### src/rtl/store_buffer.sv
// Store buffer between the MEM stage and data memory: it narrows register data into
// byte/half/word writes with byte enables, and queues them so that a slow memory ack does not stall the pipeline.
module store_buffer #(
    parameter int DEPTH = 4,
    parameter int PTR_W = 2
) (
    input  logic        clk,
    input  logic        reset,
    input  logic        st_valid,
    input  logic [1:0]  st_op,
    input  logic [31:0] st_addr,
    input  logic [31:0] st_data,
    output logic        st_ready,
    output logic        mem_we,
    output logic [31:0] mem_addr,
    output logic [31:0] mem_wdata,
    output logic [3:0]  mem_be,
    input  logic        mem_ack,
    input  logic [31:0] ld_addr,
    output logic        ld_hazard,
    output logic        empty,
    output logic        addr_err,
    output logic [31:0] err_addr
);

    localparam logic [PTR_W:0] FULL_CNT = (PTR_W+1)'(DEPTH);

    logic [PTR_W-1:0] wr_ptr_q, wr_ptr_d;
    logic [PTR_W-1:0] rd_ptr_q, rd_ptr_d;
    logic [PTR_W:0]   count_q, count_d;
    logic             addr_err_q, addr_err_d;
    logic [31:0]      err_addr_q, err_addr_d;

    // Only the word address is kept; the byte offset is folded into the enables.
    logic [DEPTH-1:0][29:0] ent_addr_q, ent_addr_d;
    logic [DEPTH-1:0][31:0] ent_wdata_q, ent_wdata_d;
    logic [DEPTH-1:0][3:0]  ent_be_q, ent_be_d;

    logic        full;
    logic        aligned;
    logic [3:0]  new_be;
    logic [31:0] new_wdata;
    logic        st_req;
    logic        enq;
    logic        misal;
    logic        deq;
    logic [DEPTH-1:0] hit;

    assign full     = (count_q == FULL_CNT);
    assign empty    = (count_q == '0);
    assign st_ready = !full;

    always_comb begin
        aligned   = 1'b1;
        new_be    = 4'b0000;
        new_wdata = 32'h0;
        case (st_op)
            2'b00: begin
                aligned   = (st_addr[1:0] == 2'b00);
                new_be    = 4'b1111;
                new_wdata = st_data;
            end
            2'b01: begin
                aligned   = !st_addr[0];
                new_be    = st_addr[1] ? 4'b1100 : 4'b0011;
                new_wdata = {2{st_data[15:0]}};
            end
            2'b10: begin
                new_be    = 4'b0001 << st_addr[1:0];
                new_wdata = {4{st_data[7:0]}};
            end
            default: begin
                aligned   = 1'b1;
            end
        endcase
    end

    // Reserved opcode never reaches enqueue or error logic.
    assign st_req = st_valid && st_ready && (st_op != 2'b11);
    assign enq    = st_req && aligned;
    assign misal  = st_req && !aligned;
    assign deq    = !empty && mem_ack;

    always_comb begin
        wr_ptr_d    = wr_ptr_q;
        rd_ptr_d    = rd_ptr_q;
        count_d     = count_q;
        ent_addr_d  = ent_addr_q;
        ent_wdata_d = ent_wdata_q;
        ent_be_d    = ent_be_q;
        addr_err_d  = misal;
        err_addr_d  = err_addr_q;

        if (enq) begin
            ent_addr_d[wr_ptr_q]  = st_addr[31:2];
            ent_wdata_d[wr_ptr_q] = new_wdata;
            ent_be_d[wr_ptr_q]    = new_be;
            wr_ptr_d              = wr_ptr_q + 1'b1;
        end
        if (deq) begin
            rd_ptr_d = rd_ptr_q + 1'b1;
        end
        case ({enq, deq})
            2'b10:   count_d = count_q + 1'b1;
            2'b01:   count_d = count_q - 1'b1;
            default: count_d = count_q;
        endcase
        if (misal) begin
            err_addr_d = st_addr;
        end
    end

    always_ff @(posedge clk) begin
        if (reset) begin
            wr_ptr_q   <= '0;
            rd_ptr_q   <= '0;
            count_q    <= '0;
            addr_err_q <= 1'b0;
            err_addr_q <= 32'h0;
        end else begin
            wr_ptr_q   <= wr_ptr_d;
            rd_ptr_q   <= rd_ptr_d;
            count_q    <= count_d;
            addr_err_q <= addr_err_d;
            err_addr_q <= err_addr_d;
        end
    end

    // Payload storage needs no reset: validity is tracked by count and pointers.
    always_ff @(posedge clk) begin
        ent_addr_q  <= ent_addr_d;
        ent_wdata_q <= ent_wdata_d;
        ent_be_q    <= ent_be_d;
    end

    assign mem_we    = !empty;
    assign mem_addr  = empty ? 32'h0 : {ent_addr_q[rd_ptr_q], 2'b00};
    assign mem_wdata = empty ? 32'h0 : ent_wdata_q[rd_ptr_q];
    assign mem_be    = empty ? 4'b0000 : ent_be_q[rd_ptr_q];

    // An entry is live when its distance from the head is below count.
    for (genvar i = 0; i < DEPTH; i++) begin : g_hz
        logic [PTR_W-1:0] off;
        assign off    = PTR_W'(i) - rd_ptr_q;
        assign hit[i] = ({1'b0, off} < count_q) && (ent_addr_q[i] == ld_addr[31:2]);
    end

    assign ld_hazard = |hit;
    assign addr_err  = addr_err_q;
    assign err_addr  = err_addr_q;

    logic unused_ld_lsb;
    assign unused_ld_lsb = &{1'b0, ld_addr[1:0]};

endmodule

### config.mk
export PLATFORM = sky130hd
export DESIGN_NAME = store_buffer
export DESIGN_NICKNAME = d
export VERILOG_FILES = /design/src/rtl/store_buffer.sv
export SDC_FILE = /design/constraint.sdc
export NUM_CORES = 1
export LEC_CHECK = 0
export BUFFER_PORTS_ARGS = -buffer_cell sky130_fd_sc_hd__buf_2
export CAP_MARGIN = 20
export CORE_AREA = 2 2 178 180
export CTS_CLUSTER_DIAMETER = 150
export CTS_CLUSTER_SIZE = 25
export DETAILED_ROUTE_END_ITERATION = 16
export DIE_AREA = 0 0 180 182
export GPL_ROUTABILITY_DRIVEN = 0
export HOLD_SLACK_MARGIN = 0.03
export PLACE_DENSITY = 0.7
export SLEW_MARGIN = 0
export SYNTH_ARGS = -nofsm -noshare
export SYNTH_HDL_FRONTEND = slang
export SYNTH_SLANG_ARGS = --single-unit
export TNS_END_PERCENT = 100
### constraint.sdc
create_clock -name clk -period 4.1 [get_ports clk]
set_input_delay 0.82 -clock clk [delete_from_list [all_inputs] [get_ports clk]]
set_output_delay 0.82 -clock clk [all_outputs]
set_load 0.02 [all_outputs]
* Yosys cells after proc, flatten, opt, wreduce, memory -nomap -nowiden
Cells that the tools add are included.
Storage, ports and cells: bits in registers 304, input port bits 102, output and inout port bits 105
Cells by class: $add $sub $neg 8, magnitude comparators 7, eq/ne operators 10, shift operators 1, mux-type cells 23, reductions and logical operators 19
Operator list (number):
- $bwmux 128 | 1
- $mux 32 | 4
- $bwmux 120 | 1
- $eq 30x30->1 | 4
- $pmux 32 s3 | 1
- $bmux 32 s2 | 1
- $demux 32 s2 | 1
- $bmux 30 s2 | 1
- $demux 30 s2 | 1
- $mux 30 | 2
- $bwmux 16 | 1
- $mux 4 | 4
- $lt 2x3->1 | 4
- $pmux 4 s3 | 1
- $logic_and 1x1->1 | 10
- $bmux 4 s2 | 1
- $demux 4 s2 | 1
- $lt 2x3->1 const B | 2
- $pmux 3 s2 | 1
- $add 2x1->2 const B | 2
- $eq 2x1->1 const B | 2
- $eq 2x2->1 const B | 2
- $logic_not 1->1 | 4
- $logic_not 2->1 | 2
- other kinds (12) | 14

* Depth between registers and ports, before layout
depth in word-level cells 7, depth in mapped cells 11

* Worst setup path before layout
OpenSTA, ideal clock, no wires.
kind input port to flip-flop, from input port st_op[1], to register ent_addr_q[0] in the netlist's numbering, enable pin, library setup time 431 ps, arrival 2972 ps, required time 3669 ps, slack 697 ps, stages 5, cell sequence clkbuf_1 > nand2_1 > and3b_1 > buf_2 > and2_1
On the way: word-level cells in the longest chain between the ends 3, elaborated cells between the ends (all ways) 6
RTL lines:
- from (decl) | RTL line 10 | input logic [1:0] st_op,
- $eq 2x1->1, or another cell as far along | RTL line 57 | case (st_op)
- $pmux 1 s2 or $logic_and 1x1->1 (tied branches) | RTL line 57, 79
- $logic_and 1x1->1 (*) | RTL line 80 | assign enq = st_req && aligned;
- to (signal assigned) | RTL line 131 | ent_addr_q <= ent_addr_d;
- to (decl) | RTL line 35 | logic [DEPTH-1:0][29:0] ent_addr_q, ent_addr_d;
Every way passes the cells marked *; elsewhere a longest branch is shown, timed or not. A chain may end at the register's enable or synchronous reset.

* Worst setup path in the final report
from register rd_ptr_q[1], to output port ld_hazard
On the way: word-level cells in the longest chain between the ends 4, elaborated cells between the ends (all ways) 13
RTL lines:
- from (decl) | RTL line 29 | logic [PTR_W-1:0] rd_ptr_q, rd_ptr_d;
- from (signal assigned) | RTL line 122 | rd_ptr_q <= rd_ptr_d;
- $sub 1x2->2 or $sub 2x2->2 (tied branches) | RTL line 144 | assign off = PTR_W'(i) - rd_ptr_q;
- $lt 2x3->1 | RTL line 145 | assign hit[i] = ({1'b0, off} < count_q) && (ent_addr_q[i] == ld_addr[31:2]);
- $logic_and 1x1->1 | RTL line 145
- $reduce_or 4->1 (*) | RTL line 148 | assign ld_hazard = |hit;
- to (decl) | RTL line 20 | output logic ld_hazard,
Marks and branches as above.

==> flow_metrics.env <==
export IMPL_met1_usage_pct=28.6
export IMPL_async_flop_share_pct=0
export IMPL_syn_cell_area_um2=13600
export IMPL_cap_violations=0
export IMPL_fmax_mhz=283
export IMPL_reg2reg_depth=10
export IMPL_clk_pin_slew_worst_paths_ns=0.10
export IMPL_initial_utilization_pct=44.0
export IMPL_grt_total_usage_pct=20.0
export IMPL_required_ns=3.28
export IMPL_io_pins=207
export IMPL_cts_made_buffers=16
export IMPL_wirelength_mm=33.1
export IMPL_syn_avg_cell_area_um2=14.9
export IMPL_syn_to_final_growth_pct=13.7
export IMPL_setup_viol=0
export IMPL_root_buffer="clkbuf_16"
export IMPL_firstDrtPassIters=5
export IMPL_drv_slew=0
export IMPL_io_buffers=202
export IMPL_viasPerCell=5.34
export IMPL_synth_edf_count=264
export IMPL_worst_path_stages=7
export IMPL_path_delay_family="buffers and inverters"
export IMPL_synth_cell_types=37
export IMPL_postSynthCellCount=916
export IMPL_grt_busiest_layer="met2"
export IMPL_drive_above_1_share_pct=28.7
export IMPL_p_per_area_nw_per_um2=520
export IMPL_finalNonFillerCells=1505
export IMPL_finalCritPeriodShare_pct=86.1
export IMPL_period_minus_slack_ns=3.53
export IMPL_rsz0062_at_grt="no"
export IMPL_cts_buffer_depth=3
export IMPL_synth_top_area_cell="edfxtp_1"
export IMPL_critical_path_class="flop to primary output"
export IMPL_yosysWarnings=0
export IMPL_grt_max_degree=44
export IMPL_core_um2=31000
export IMPL_path_cells="buf_4 > inv_1 > ha_1 > a2111oi_0 > nand4_1 > nand4_1 > buf_2"
export IMPL_wl_per_cell_um=22.0
export IMPL_cts_sinks=304
export IMPL_hold_viol_final=0
export IMPL_final_core_util_pct=50.0
export IMPL_fin_nets=1202
export IMPL_grt_pass1_wl_mm=49.3
export IMPL_synth_top_flop_cell="edfxtp_1"
export IMPL_worst_path_buf_inv=3
export IMPL_dieArea_um2=32800
export IMPL_grtUsageMet3_pct=3.51
export IMPL_ys_seq_area_share_pct=64.0
export IMPL_slew_limit_headroom_pct=34.9
export IMPL_vias=8037
export IMPL_hold_path_class="flop to flop"
export IMPL_cts_hold_buf=0
export IMPL_whs_ns=0.456
export IMPL_grt_pass1_vias=8157
export IMPL_synth_seq_cells=304
export IMPL_die_y_um=182
export IMPL_drc_errors=0
export IMPL_clock_skew_ns=0.0205
export IMPL_yosys_top_cells_area="edfxtp_1 (58%), mux4_2 (11%), xnor2_1 (6.0%)"
export IMPL_leakage_uw=0.00542
export IMPL_crit_top_cell="nand4_1"
export IMPL_final_antenna_net_count=0
export IMPL_max_stage_delay_ns=0.45
export IMPL_critPathLaunchType="flop"
export IMPL_crit_arrival_ns=2.71
export IMPL_die_x_um=180
export IMPL_tightest_slew_ns=0.977
export IMPL_post_cts_setup_buffers=0
export IMPL_crit_path_end_kind="primary output"
export IMPL_cpMaxStageDelayCell="buf_4"
export IMPL_place_hpwl_mm=22.9
export IMPL_antenna_found_initial=6
export IMPL_grt_util_met2_pct=32.1
export IMPL_drtIter0Drc=640
export IMPL_hold_depth=2
export IMPL_clock_latency_ns=0.50
export IMPL_gr_total_overflow=0
export IMPL_ctsResizeCount=0
export IMPL_dpl_cell_count=1474
export IMPL_rows=65
export IMPL_synth_top_area_share_pct=58.1
export IMPL_cts_max_level=1
export IMPL_status="completed"
export IMPL_vdd_drop_max_uv=296
export IMPL_fin_tns_setup_ns=0
export IMPL_cts_tree="built"
export IMPL_crit_fanout=33
-- cell usage after synthesis, types with 2 or more instances --
| cell type | number |
|---|---|
| xnor2_1 | 93 |
| mux2i_1 | 17 |
| ha_1 | 9 |
| a2111oi_1 | 2 |
| clkbuf_1 | 42 |
| nand2_1 | 88 |
| or3_1 | 10 |
| a2111oi_0 | 3 |
| nor2_1 | 11 |
| a2111o_1 | 2 |
| dfxtp_1 | 40 |
| buf_6 | 5 |
| a21oi_1 | 35 |
| inv_1 | 21 |
| nor4_1 | 8 |
| xor2_1 | 33 |
| buf_2 | 15 |
| o21ai_0 | 30 |
| buf_4 | 3 |
| nor2b_1 | 2 |
| and2_1 | 79 |
| edfxtp_1 | 264 |
| nand4_1 | 24 |
| mux4_2 | 66 |
| nand3_1 | 2 |
-- stage by stage --
step	setup WS [ns]	cell area [um2]	total power, uW
5_1_grt	0.369	15500	8470
3_5_place_dp	0.774	15000	6400
3_3_place_gp	0.747	15000	6380
4_1_cts	0.566	15500	8160
6_report	0.571	15500	8060
2_1_floorplan	0.697	13600	5520
-- cells in the final DEF, fill, tap and decap left out, types with 10 or more instances in the layout --
cell type,instances
a21oi_1,35
nand2_1,88
buf_4,18
mux4_2,66
clkbuf_16,17
xor2_1,33
buf_2,202
xnor2_1,93
mux2i_1,17
nor2_1,10
o21ai_0,30
nand4_1,24
edfxtp_1,264
and2_1,75
dfxtp_1,38
inv_1,21
-- cell type report --
type,instances,area (um2)
well taps,402,503
flip-flops and latches,304,8730
diodes,4,10.0
clock buffers,26,459
clock inverters,1,30.0
inverters,21,78.8
multi-input cells,526,4520
repair buffers,221,1170
fillers,2660,15500
-- state kept, by name, indices dropped and copies added, names as in the netlist --
register     flops
addr_err         1
count_q          3
ent_addr_q     120
ent_be_q        16
ent_wdata_q    128
err_addr        32
rd_ptr_q         2
wr_ptr_q         2
-- final timing paths --
| check | endpoint | start | slack, ns |
|---|---|---|---|
| worst max-delay path | ld_hazard | rd_ptr_q[1] | 0.57 |
| worst min-delay path | err_addr[12] | err_addr[12] | 0.46 |
| worst max register to register | count_q[2] | count_q[2] | 1.49 |
| worst min register to register | err_addr[12] | err_addr[12] | 0.46 |
-- per-layer routing --
layer	share of wire, %	vias to the layer above
li1	-	3684
met1	44	4053
met2	47	251
met3	6.7	45
met4	2.2	4
met5	0.073	-
-- cell families (layout without fill, tap and decap cells) --
| logic type | count (synthesis) | in the layout | synth area share (%) |
|---|---|---|---|
| muxes | 83 | 83 | 12.1 |
| AOI/OAI and AO/OA | 75 | 75 | 3.07 |
| xor gates and xnor gates | 126 | 126 | 8.09 |
| other | 1 | 6 | 0.0275 |
| adders and majority gates | 10 | 10 | 0.973 |
| DFF | 304 | 304 | 64.0 |
| and+or+nand+nor | 230 | 230 | 8.76 |
| buffers and inverters | 87 | 269 | 2.92 |
-- worst min-delay path, stage by stage, from the launching register on --
cell,delay (ns)
dfxtp_1,0.32
nand2_1,0.05
a21oi_1,0.05
-- report_power, final --
part           internal (uW)  switching (uW)  total (uW)
Clock                    793             971        1760
Combinational           1070            1620        2700
Sequential              3530            66.4        3600
Total                   5400            2660        8060
Power figures use the tool's default switching activity.
